## src/rtl/lc3_kbd_dsp_mio.sv

```systemverilog
// LC-3 memory-mapped keyboard/display I/O block: keyboard and display character FIFOs
// behind the KBSR/KBDR/DSR/DDR register map.
module lc3_kbd_dsp_mio #(
  parameter int unsigned KB_DEPTH  = 4,
  parameter int unsigned DSP_DEPTH = 4,
  parameter int unsigned CHAR_W    = 8
) (
  input  logic              clk,
  input  logic              reset,
  input  logic              LD_char,
  input  logic [CHAR_W-1:0] I_char,
  input  logic              MIO_EN,
  input  logic              R_W,
  input  logic [15:0]       ADDR,
  input  logic [15:0]       DATA_IN,
  output logic [15:0]       DATA_OUT,
  output logic [15:0]       DDR,
  output logic              WR_DDR,
  input  logic              DSP_ACK,
  output logic              KB_INT,
  output logic              DSP_INT
);

  localparam int unsigned KbAw  = $clog2(KB_DEPTH);
  localparam int unsigned DspAw = $clog2(DSP_DEPTH);

  localparam logic [KbAw:0]  KbOne  = 1;
  localparam logic [DspAw:0] DspOne = 1;

  localparam logic [15:0] KbsrAddr = 16'hFE00;
  localparam logic [15:0] KbdrAddr = 16'hFE02;
  localparam logic [15:0] DsrAddr  = 16'hFE04;
  localparam logic [15:0] DdrAddr  = 16'hFE06;

  logic [CHAR_W-1:0] kb_mem  [KB_DEPTH];
  logic [CHAR_W-1:0] dsp_mem [DSP_DEPTH];

  logic [KbAw:0]  kb_wr_q, kb_rd_q;
  logic [DspAw:0] dsp_wr_q, dsp_rd_q;
  logic           kie_q, die_q, ovr_q;

  logic        kb_empty, kb_full, dsp_empty, dsp_full;
  logic        bus_rd, bus_wr;
  logic        kb_pop, kb_push, kb_ovf;
  logic        dsp_pop, dsp_push;
  logic        kbsr_wr, dsr_wr;
  logic [15:0] kb_head, dsp_head;
  logic        unused_data;

  assign unused_data = ^DATA_IN;

  assign kb_empty  = (kb_wr_q == kb_rd_q);
  assign kb_full   = (kb_wr_q[KbAw] != kb_rd_q[KbAw]) &&
                     (kb_wr_q[KbAw-1:0] == kb_rd_q[KbAw-1:0]);
  assign dsp_empty = (dsp_wr_q == dsp_rd_q);
  assign dsp_full  = (dsp_wr_q[DspAw] != dsp_rd_q[DspAw]) &&
                     (dsp_wr_q[DspAw-1:0] == dsp_rd_q[DspAw-1:0]);

  // Gating bus strobes with reset keeps DATA_OUT at zero and blocks pops while held in reset.
  assign bus_rd = reset & MIO_EN & ~R_W;
  assign bus_wr = reset & MIO_EN & R_W;

  assign kbsr_wr = bus_wr & (ADDR == KbsrAddr);
  assign dsr_wr  = bus_wr & (ADDR == DsrAddr);

  // A same-cycle pop frees the slot, so a push into a full FIFO still succeeds.
  assign kb_pop  = bus_rd & (ADDR == KbdrAddr) & ~kb_empty;
  assign kb_push = LD_char & (~kb_full | kb_pop);
  assign kb_ovf  = LD_char & kb_full & ~kb_pop;

  assign dsp_pop  = WR_DDR & DSP_ACK;
  assign dsp_push = bus_wr & (ADDR == DdrAddr) & (~dsp_full | dsp_pop);

  always_ff @(posedge clk or negedge reset) begin
    if (!reset) begin
      kb_wr_q  <= '0;
      kb_rd_q  <= '0;
      dsp_wr_q <= '0;
      dsp_rd_q <= '0;
      kie_q    <= 1'b0;
      die_q    <= 1'b0;
      ovr_q    <= 1'b0;
    end else begin
      if (kb_push)  kb_wr_q  <= kb_wr_q + KbOne;
      if (kb_pop)   kb_rd_q  <= kb_rd_q + KbOne;
      if (dsp_push) dsp_wr_q <= dsp_wr_q + DspOne;
      if (dsp_pop)  dsp_rd_q <= dsp_rd_q + DspOne;
      if (kbsr_wr)  kie_q    <= DATA_IN[14];
      if (dsr_wr)   die_q    <= DATA_IN[14];
      if (kb_ovf) begin
        ovr_q <= 1'b1;
      end else if (kbsr_wr && !DATA_IN[13]) begin
        ovr_q <= 1'b0;
      end
    end
  end

  // Storage needs no reset: emptiness is tracked entirely by the pointers.
  always_ff @(posedge clk) begin
    if (kb_push)  kb_mem[kb_wr_q[KbAw-1:0]]    <= I_char;
    if (dsp_push) dsp_mem[dsp_wr_q[DspAw-1:0]] <= DATA_IN[CHAR_W-1:0];
  end

  always_comb begin
    kb_head  = '0;
    dsp_head = '0;
    kb_head[CHAR_W-1:0]  = kb_mem[kb_rd_q[KbAw-1:0]];
    dsp_head[CHAR_W-1:0] = dsp_mem[dsp_rd_q[DspAw-1:0]];
  end

  always_comb begin
    DATA_OUT = '0;
    if (bus_rd) begin
      case (ADDR)
        KbsrAddr: DATA_OUT = {~kb_empty, kie_q, ovr_q, 13'b0};
        KbdrAddr: DATA_OUT = kb_empty ? 16'h0000 : kb_head;
        DsrAddr:  DATA_OUT = {~dsp_full, die_q, 14'b0};
        default:  DATA_OUT = '0;
      endcase
    end
  end

  assign WR_DDR  = ~dsp_empty;
  assign DDR     = dsp_empty ? 16'h0000 : dsp_head;
  assign KB_INT  = kie_q & ~kb_empty;
  assign DSP_INT = die_q & ~dsp_full;

endmodule

```

## config.mk

```make
export PLATFORM = sky130hd
export DESIGN_NAME = lc3_kbd_dsp_mio
export DESIGN_NICKNAME = d
export VERILOG_FILES = /design/src/rtl/lc3_kbd_dsp_mio.sv
export SDC_FILE = /design/constraint.sdc
export NUM_CORES = 1
export LEC_CHECK = 0
export ABC_AREA = 1
export CORE_ASPECT_RATIO = 1.2
export CORE_MARGIN = 4
export CORE_UTILIZATION = 46
export CTS_BUF_LIST = sky130_fd_sc_hd__clkbuf_16
export DETAILED_ROUTE_END_ITERATION = 12
export PLACE_DENSITY = 0.84
export SYNTH_ARGS = -nofsm -noshare
export SYNTH_HDL_FRONTEND = slang
export SYNTH_SLANG_ARGS = --single-unit
```

## constraint.sdc

```tcl
create_clock -name clk -period 1.7 [get_ports clk]
set_input_delay 0.425 -clock clk [delete_from_list [all_inputs] [get_ports clk]]
set_output_delay 0.425 -clock clk [all_outputs]
set_load 0.005 [all_outputs]
```

==> metrics.md <==
| Metric | Value |
|---|---|
| Failing checks | setup timing |
| Routed Wire Length | about 14 mm |
| Clk_skew | approximately 14 ps |
| Post-synth cell types | 37 |
| Remaining DRCs | 0 |
| Largest net degree at the start of global routing | 19 |
| Placer congestion estimate | 0.840 |
| Avg WL per Cell | 19.9 µm |
| HP Class | in -> async |
| Share of the synthesized area in the top cell type | around half |
| Sinks on Clock Net | 79 |
| Initial antenna violation count | 0 |
| Worst slack, placed | -1020 ps |
| Gate power share | ~44% |
| GRT Total Usage | between 20% and 30% |
| Mapped Area | 3950 µm² |
| Final slew viol count | 0 |
| Int Pwr | around 5.2 mW |
| Avg Inst Size Synth | slightly above 10 µm² |
| Final setup fails | 80 |
| Skew-Pair Late Insertion Delay | about 340 ps |
| Seq/Total Area, Yosys | 58.1% |
| Clock power share | 24.5% |
| Max_cap viols | 0 |
| Switching share of power | about a third |
| CP Data Arrival Time | about 1800 ps |
| Most instantiated cells after synthesis | nand2_1 (91), edfxtp_1 (64), nor2_1 (54) |
| Required time of the critical path | 1270 ps |
| Reg power frac | between 30% and 40% |
| Starting Density | 48.0% |
| Grt ovf | 0 |
| Count of TritonRoute iterations in the first routing pass | 4 |
| FFs w/ async S/R, synth | between 10% and 20% |
| Finished Layout Cells | 681 |
| Endpoint class of the critical path | primary output |
| Post-synth EDFFs | between 60 and 70 |
| CTS Buffer Depth | 2 |
| Fin crit period | 2240 ps |
| Via density per instance | about 5.3 |
| Synth Register Bits | between 70 and 80 |
| Most frequent cell after synthesis | nand2_1 |
| Synth area leader | edfxtp_1 |
| Layout cells sized above 1 | a little over half |
| Number of global-route vias before repair | around 3800 |
| DRT iter0 DRCs | 210 |
| Pwr Density | between 1000 and 1500 nW/µm² |
| Row count | 36 |
| Crit Path Category | reg -> out |
| Die Wd | between 90 and 100 µm |
| I/O Buffers | 61 |
| Core region area | just over 8000 µm² |
| Status | finished with violations |
| Root Driver | clkbuf_16 |
| Antenna viol nets, final | 0 |
| DP Cell Count | a little over 600 |
| Worst-path clk slew | approximately 70 ps |
| P_sw | ~2.6 mW |
| First-pass GRT wire length | ~18 mm |
| Die height | around 110 µm |
| Post-CTS Hold Buffers | 0 |
| Final core occ | approximately four fifths |
| H-tree levels | 3 |
| Maximum VDD drop | around 0.00067 V |
| Worst setup margin | -536 ps |
| Mapped Cells | 385 |
| RSZ-0062 raised after global routing | yes |
| Hold Fails Final Rpt | 0 |
| Post-synth top flop | edfxtp_1 |
| Leak | roughly 2.8 nW |
| CP startpoint kind | register |
| Placed wire-length estimate | approximately 6.6 mm |
| CTS buffer count | 9 |
| Full die area | 10100 µm² |
| Yosys warning total | 0 |
| Part of the cycle the worst path needs | 132% |
| Via count | roughly 3600 |
| Syn-to-layout area delta | 63.8% |
| CTS tree | yes |
| Nets | 619 |
| Diode count | 0 |
| Area contributors post-synth | edfxtp_1 (49%), dfrtp_1 (9.5%), nand2_1 (8.6%) |
| I/O Pins | approximately 80 |
| Fmax | 447 MHz |
| CP Max Fanout | 6 |
## cell usage in the layout, fill, tap and decap left out, drive strengths merged
cell type and count:
buf 154, nand2 97, nor2 65, edfxtp 64, inv 39, clkdlybuf4s50 20
nand3 16, dfrtp 15, conb 13, o21ai 12, clkbuf 11, ha 10
a21oi 8, o32ai 8, a32o 7, xnor2 6, clkinvlp 3, xor2 3
clkinv 3, nand4 3, clkdlybuf4s15 2, or2 1, and3 1, and2 1
nor3 1, o21a 1, o31ai 1, bufinv 1, dlygate4sd2 1
## timing repair
item,4_1_cts,5_1_grt
gates cloned,1,1
pin swaps,68,47
setup endpoints to repair,90,91
gates resized for setup,296,86
setup buffers,53,20
hold endpoints to repair,0,0
## metrics by stage
step | cell area [µm²] | setup TNS (ps) | hold slack, ps | total power, mW
2_1_floorplan | 4010 | -3180 | 129 | 3.62
3_3_place_gp | 5060 | -53750 | 456 | 4.46
3_5_place_dp | 5060 | -56880 | 472 | 4.60
4_1_cts | 6110 | -8590 | 160 | 7.31
5_1_grt | 6470 | -18850 | 165 | 8.16
6_report | 6470 | -14620 | 143 | 7.82
## final timing paths
kind | start | endpoint | slack (ps) | cells after the start
setup / recovery | dsp_rd_q[0] | DATA_OUT[15] | -540 | 9
hold / removal | reset | kb_rd_q[2] | 140 | 2
setup reg to reg | dsp_rd_q[0] | dsp_mem[0][7] | -210 | 8
hold reg to reg | ovr_q | ovr_q | 500 | 2
max in group asynchronous | reset | kb_rd_q[0] | 1360 | 2
min in group clk | ovr_q | ovr_q | 500 | 2
## flip-flops by register name (all words and copies together), names as in the netlist
name      count
dsp_mem      32
kb_mem       32
dsp_rd_q      3
dsp_wr_q      3
kb_rd_q       3
kb_wr_q       3
die_q         1
kie_q         1
ovr_q         1
## cell families (layout without fill, tap and decap cells)
family | after synthesis | count (layout) | synth area share [%]
AND/OR/NAND/NOR | 185 | 185 | 20.7
flip-flops | 79 | 79 | 58.1
buffers and inverters | 64 | 234 | 8.64
AO/OA/AOI/OAI | 37 | 37 | 6.55
adder cells (fa/ha/maj) | 10 | 10 | 3.17
XOR/XNOR | 9 | 9 | 2.75
other | 1 | 13 | 0.0949
## area by class of cell
class | count | area (µm²)
Inverter | 40 | 169
Multi-Input combinational cell | 254 | 1940
Tap cell | 114 | 143
Sequential cell | 79 | 2300
Timing Repair Buffer | 179 | 1630
Clock inverter | 6 | 62.6
Clock buffer | 9 | 225
Fill cell | 422 | 1770
## critical path, stage by stage (launching register included)
cell and delay, ps:
dfrtp_2 510, xnor2_4 220, buf_6 140, nand3_4 70
buf_6 130, nand2_2 70, nand2_1 70, inv_1 90
nor2_1 50, buf_2 120
## power by group through the flow
| stage | Sequential (mW) | Combinational [mW] | Clock [mW] |
|---|---|---|---|
| 3_3_place_gp | 2.48 | 1.98 | 0 |
| 4_1_cts | 2.47 | 2.95 | 1.88 |
| 6_report | 2.50 | 3.41 | 1.92 |
| 2_1_floorplan | 2.47 | 1.15 | 0 |
| 5_1_grt | 2.51 | 3.65 | 2.00 |
| 3_5_place_dp | 2.49 | 2.10 | 0 |
## routing by layer
layer	track usage, %	part of all wire [%]	up-vias
met5	0	0	-
met3	4.11	4.9	52
met1	23.2	34	1764
met2	44.9	57	150
met4	14.8	4.5	0
li1	-	-	1616
Note: power is estimated with default switching activity, not from simulation.
